## config.mk

```make
export PLATFORM = sky130hd
export DESIGN_NAME = fifo_stream_drain
export DESIGN_NICKNAME = d
export VERILOG_FILES = /design/src/rtl/fifo_stream_drain.sv
export SDC_FILE = /design/constraint.sdc
export NUM_CORES = 1
export LEC_CHECK = 0
export CAP_MARGIN = 0
export CORE_ASPECT_RATIO = 0.8
export CORE_MARGIN = 2
export CORE_UTILIZATION = 54
export CTS_CLUSTER_SIZE = 8
export DETAILED_ROUTE_END_ITERATION = 6
export HOLD_SLACK_MARGIN = 0.12
export PLACE_DENSITY = 0.89
export SLEW_MARGIN = 15
export SYNTH_ARGS = -nofsm -noshare
export SYNTH_HDL_FRONTEND = slang
export SYNTH_SLANG_ARGS = --single-unit
```

## constraint.sdc

```tcl
create_clock -name i_clk -period 2.1 [get_ports i_clk]
set_input_delay 0.42 -clock i_clk [delete_from_list [all_inputs] [get_ports i_clk]]
set_output_delay 0.42 -clock i_clk [all_outputs]
set_load 0.02 [all_outputs]
```

## src/rtl/fifo_stream_drain.sv

```systemverilog
// Purpose: converts a register-file FIFO pop/pending interface into a valid/ready stream via a 3-entry skid buffer.
// Latency: 2 cycles from o_fifo_pop to o_valid; sustains 1 word/clk once primed.
// Backpressure: i_ready never reaches o_fifo_pop combinationally; pops stop when buffered + in-flight words would exceed 3.
//
// Ports:
//   i_clk, i_rst_n            clock, async active-low reset
//   i_en, i_flush             run enable (level), flush (1-cycle pulse)
//   i_fifo_pndng/i_fifo_data  FIFO not-empty flag and registered read data
//   o_fifo_pop                pop request to the FIFO
//   o_valid/o_data/i_ready    downstream stream handshake
//   o_busy, o_word_cnt        activity flag, saturating delivered-word count
module fifo_stream_drain #(
    parameter int WS = 16,
    parameter int CW = 16
) (
    input  logic          i_clk,
    input  logic          i_rst_n,
    input  logic          i_en,
    input  logic          i_flush,
    input  logic          i_fifo_pndng,
    input  logic [WS-1:0] i_fifo_data,
    output logic          o_fifo_pop,
    output logic          o_valid,
    output logic [WS-1:0] o_data,
    input  logic          i_ready,
    output logic          o_busy,
    output logic [CW-1:0] o_word_cnt
);

    typedef enum logic [1:0] {IDLE, RUN, FLUSH} state_t;

    state_t        state;
    logic [1:0]    count;
    logic [1:0]    rd_ptr;
    logic [1:0]    wr_ptr;
    logic          inflight;
    logic          drop;
    logic [WS-1:0] mem [3];

    logic [2:0]    occ;
    logic          arrive;
    logic          xfer;

    function automatic logic [1:0] ptr_next(input logic [1:0] p);
        return (p == 2'd2) ? 2'd0 : p + 2'd1;
    endfunction

    // Occupancy includes the word already requested, so a pop is only
    // issued when there is guaranteed room for its data next cycle.
    assign occ        = {1'b0, count} + {2'b00, inflight};
    assign o_fifo_pop = (state == RUN) && !i_flush && i_fifo_pndng && (occ <= 3'd2);
    assign o_valid    = (count != 2'd0) && (state != FLUSH);
    assign o_busy     = (count != 2'd0) || inflight;
    assign arrive     = inflight && !drop;
    assign xfer       = o_valid && i_ready;

    always_comb begin
        o_data = mem[0];
        if (rd_ptr == 2'd1) o_data = mem[1];
        if (rd_ptr == 2'd2) o_data = mem[2];
    end

    always_ff @(posedge i_clk or negedge i_rst_n) begin
        if (!i_rst_n) begin
            state      <= IDLE;
            count      <= 2'd0;
            rd_ptr     <= 2'd0;
            wr_ptr     <= 2'd0;
            inflight   <= 1'b0;
            drop       <= 1'b0;
            o_word_cnt <= '0;
            for (int i = 0; i < 3; i++) mem[i] <= '0;
        end else begin
            inflight <= o_fifo_pop;

            case (state)
                IDLE:    if (i_flush) state <= FLUSH; else if (i_en)  state <= RUN;
                RUN:     if (i_flush) state <= FLUSH; else if (!i_en) state <= IDLE;
                FLUSH:   state <= i_en ? RUN : IDLE;
                default: state <= IDLE;
            endcase

            if (i_flush) begin
                // Anything buffered or landing on this edge is discarded.
                count  <= 2'd0;
                rd_ptr <= 2'd0;
                wr_ptr <= 2'd0;
                drop   <= inflight || o_fifo_pop;
            end else begin
                drop <= 1'b0;
                if (arrive) begin
                    for (int i = 0; i < 3; i++)
                        if (wr_ptr == i[1:0]) mem[i] <= i_fifo_data;
                    wr_ptr <= ptr_next(wr_ptr);
                end
                if (xfer) rd_ptr <= ptr_next(rd_ptr);
                case ({arrive, xfer})
                    2'b10:   count <= count + 2'd1;
                    2'b01:   count <= count - 2'd1;
                    default: count <= count;
                endcase
            end

            if (xfer && (o_word_cnt != '1)) o_word_cnt <= o_word_cnt + 1'b1;
        end
    end

endmodule

```

Word-level counts from Yosys, hierarchy flattened
Cells that the tools add are included.

cells by class
  add/sub/neg operators = 6
  $lt $le $gt $ge = 1
  eq/ne operators = 12
  multiplexer cells = 17
  bitwise gates (word level) = 1
  reduce and logical (&&, ||, !) cells = 21

operator list
  kind                   number
  $mux 16                2
  $mux 2                 11
  $add 16x1->16 const B  1
  $ne 16x16->1 const B   1
  $reduce_and 3->1       3
  $eq 2x1->1 const B     4
  $eq 2x2->1 const B     4
  $logic_and 1x1->1      7
  $add 2x1->2 const B    3
  $ne 3x3->1 const B     2
  $pmux 2 s3             1
  $reduce_bool 2->1      3
  $logic_not 2->1        2
  $pmux 2 s2             1
  $add 2x1->3            1
  $le 3x2->1 const B     1
  $reduce_bool 3->1      1
  $logic_not 1->1        2
  $logic_or 1x1->1       2
  $mux 1                 2
  $ne 2x2->1 const B     1
  $reduce_and 2->1       1
  $sub 2x1->2 const B    1
  $not 1->1              1

word-level totals
  flip-flop bits (word level) = 74
  input bits = 22
  output and inout port bits = 35
  logic and storage cells = 68

Logic depth before layout (Yosys ltp)
  depth after elaboration = 6
  gate-level depth with buffers = 6
  depth with buffers taken out = 6

Worst setup path after synthesis
No wires, ideal clock.

  path kind = register -> output
  start point = reg count[0]
  end point = out o_fifo_pop
  data arrival time = 1618 ps
  data required time = 1680 ps
  path slack = 62 ps
  cell stages (with the launch flop) = 6
  cell sequence = dfrtp_1 ha_1 ha_1 nor2_1 a21oi_1 nor4_1

between the ends
  cells in the longest elaborated chain, start to end = 3

RTL lines
  item                    line  text
  from (decl)             33    logic [1:0] count;
  from (signal assigned)  98    2'b10: count <= count + 2'd1;
  from (signal assigned)  99    2'b01: count <= count - 2'd1;
  from (signal assigned)  100   default: count <= count;
  $add 2x1->3             50    assign occ = {1'b0, count} + {2'b00, inflight};
  $le 3x2->1              51    assign o_fifo_pop = (state == RUN) && !i_flush && i_fifo_pndng && (occ <= 3'd2);
  $logic_and 1x1->1       51
  to (decl)               22    output logic o_fifo_pop,

Every way passes these cells.

Worst setup path in the final report
  start point = reg inflight
  end point = out o_fifo_pop

between the ends
  cells in the longest elaborated chain, start to end = 3

RTL lines
  item                    line  text
  from (decl)             36    logic inflight;
  from (signal assigned)  74    inflight <= o_fifo_pop;
  $add 2x1->3             50
  $le 3x2->1              51
  $logic_and 1x1->1       51

Every way passes these cells.

==> metrics <==
worst path required time=1.68 ns; FP Rows=26; antenna viol nets, final=0; CTS clk-pin slew, worst paths=0.09 ns; Sink Count=74; Critical Path Max Stage Delay=0.37 ns; worst vdd ir=444 uV; FF+latch count, synth=74; initial DRC count=174; Mapped Cells=299; Synthesized Nets=325; Clk pwr share=25.3%; share of layout cells above drive strength 1=30.3%; mapped cell area=0.00360 sq mm; DRC viols=0; wire per inst=17.8 um; antenna violations before repair=0; PD cells=832 mW/mm^2; Slew Viols, Final=0; DIE WIDTH=95.3 um; Area Growth Syn to Fin=26.7%; vias post-DR=2619; RSZ-0062 raised after global routing=yes; final setup fails=0; Setup CP Type=reg2out; cell internal pwr=2.54 mW; combinational share of power=28.8%; synth unique cells=39; gr usage total=24.1%; Hold Fails Final Rpt=0; Max Clock Skew=0.0168 ns; grt ovf=0; met1 WL=3400 um; Max Cap Viol=0; yosys warns=0; core region area=0.00641 sq mm; Top Ports=57; Max Freq=0.478 GHz; H-tree depth=3; CP max-delay cell=dfrtp_1; Final Cell Area=0.00457 sq mm; vias in the first global route=2824; Final Non-Filler Cells=463; Via density=5.66; Reg power frac=45.9%; Ant. Diodes=0; Slew HR=64.7%; Die Y=77.1 um; Starting Density=56.2%; Inserted Clock Buffers=9; CP arrival=1.67 ns; largest net degree at the start of global routing=75; worst-path maximum fanout=2; CP bufs+invs=2; reg2reg setup slack=0.13 ns; Setup crit start kind=register; CP Cell Sequence=ha_2, inv_1, ha_4, a21oi_1, nor4_2, buf_4; Slew @ Worst Pin=0.526 ns; post-route setup slack=0.00935 ns; die area=0.00735 sq mm; highest metal used=met4; Multi-input gate area=0.00167 sq mm; HP Class=reg2reg; register area=0.00185 sq mm; count of input and output buffers=56; Place WS=-0.221 ns; outcome=finished, final reports clean; Synth Area per Inst=12.1 sq um; first-pass GRT wire length=13600 um; DP Wirelength=5370 um; CP top delay family=adder cells; sw power=1.26 mW; TritonCTS clock tree=done; fin nets=400; sequential share of the synthesized area=51.4%; RePlAce Congestion=0.829; met3 WL=309 um; placed instance area=0.00438 sq mm; Clk Latency, worst-skew pair=0.35 ns; Sw Ratio=33.0%; min Tclk post-route=2.09 ns; most common cell after layout, fill and taps aside=dfrtp_1; period utilization=99.6%; met2 wire length=4320 um; placed cells=444; Detailed Route WL=8230 um; first-pass iteration count of the detailed router=4; most frequent cells in the layout=dfrtp_1, mux2_2, clkdlybuf4s50_1; CTS root buf=clkbuf_8; Filler cells=411; hold slack=0.500 ns; Leak=2.09 nW; CP endpoint kind=output pin; TNS Setup=0 ns; clock tree buffer depth=2
[logic make-up (layout without fill, tap and decap cells)]
family / count (synthesis) / after routing / share of synthesized area (%)
simple gates: 76 / 76 / 12.1
xor+xnor: 17 / 17 / 4.13
flops: 74 / 74 / 51.4
fa+ha+maj: 4 / 4 / 1.39
mux: 64 / 64 / 20.5
buf+inv: 21 / 101 / 3.05
compound gates: 43 / 43 / 7.46
[power by group through the flow]
stage	clock, mW	sequential, mW	combinational, mW
4_1_cts	0.977	1.74	1.09
2_1_floorplan	0	1.77	0.586
5_1_grt	1.05	1.77	1.17
3_3_place_gp	0	1.74	1.09
6_report	0.962	1.74	1.09
3_5_place_dp	0	1.76	1.14
[registers in the layout (all words and copies together), names as in the netlist]
name	cells
mem	48
o_word_cnt	16
count	2
rd_ptr	2
state	2
wr_ptr	2
drop	1
inflight	1
[layout make-up]
cell class                 count  share of cell area, %
clock inverter                 6                  0.904
multi-input combinational    204                   36.7
tap                           84                   2.30
sequential                    74                   40.6
timing repair buffer          79                   16.3
inverter                       6                  0.493
clock buffer                  10                   2.79
[per-layer routing]
layer	global-route usage, %	vias to the layer above
met4	10.3	0
met5	0	-
met1	30.0	1313
li1	-	1215
met2	40.8	68
met3	4.52	23
[through the flow]
stage	utilization (%)	total power, mW
floorplan	-	2.36
global placement	68.3	2.83
detailed placement	68.3	2.90
CTS	71.3	3.81
global route	71.3	3.98
finish	71.3	3.80
[Yosys cell counts (all sizes together)]
| library cell | instances | area [sq um] |
|---|---|---|
| dfrtp | 74 | 1850 |
| mux2 | 48 | 578 |
| a21oi | 23 | 115 |
| nor2b | 18 | 113 |
| a211oi | 17 | 133 |
| mux2i | 16 | 160 |
| nor2 | 13 | 48.8 |
| xnor2 | 12 | 105 |
| nand2 | 11 | 41.3 |
| buf | 9 | 65.1 |
| nand3 | 8 | 45.0 |
| nor3 | 8 | 50.1 |
| clkbuf | 6 | 22.5 |
| inv | 6 | 22.5 |
| xor2 | 5 | 43.8 |
| ha | 4 | 50.1 |
| nand4 | 4 | 25.0 |
| and2 | 2 | 13.8 |
| and3 | 2 | 12.5 |
| nand2b | 2 | 20.0 |
| nor3b | 2 | 15.0 |
| or3 | 2 | 13.8 |
| a211o | 1 | 8.76 |
| a21o | 1 | 7.51 |
| nand3b | 1 | 7.51 |
| nor4 | 1 | 6.26 |
| o21ai | 1 | 5.00 |
| or4 | 1 | 11.3 |
| or4b | 1 | 13.8 |
[worst paths after layout]
path	startpoint	endpoint	cells past startpoint
setup / recovery	inflight	o_fifo_pop	6
hold reg to reg	o_word_cnt[10]	o_word_cnt[10]	1
min in group asynchronous	i_rst_n	o_word_cnt[13]	3
hold / removal	o_word_cnt[10]	o_word_cnt[10]	1
max in group asynchronous	i_rst_n	mem[25]	3
setup reg to reg	o_word_cnt[0]	o_word_cnt[12]	5
[what timing repair did]
item                                    in CTS  in global routing
setup buffers                                1                  0
endpoints found under the setup margin      18                 13
pin swaps                                    1                  1
hold buffers                                 1                  0
cloned                                       1                  0
gates resized for setup                     52                 19
hold endpoints to repair                    74                  0
Note: power is estimated with default switching activity, not from simulation.
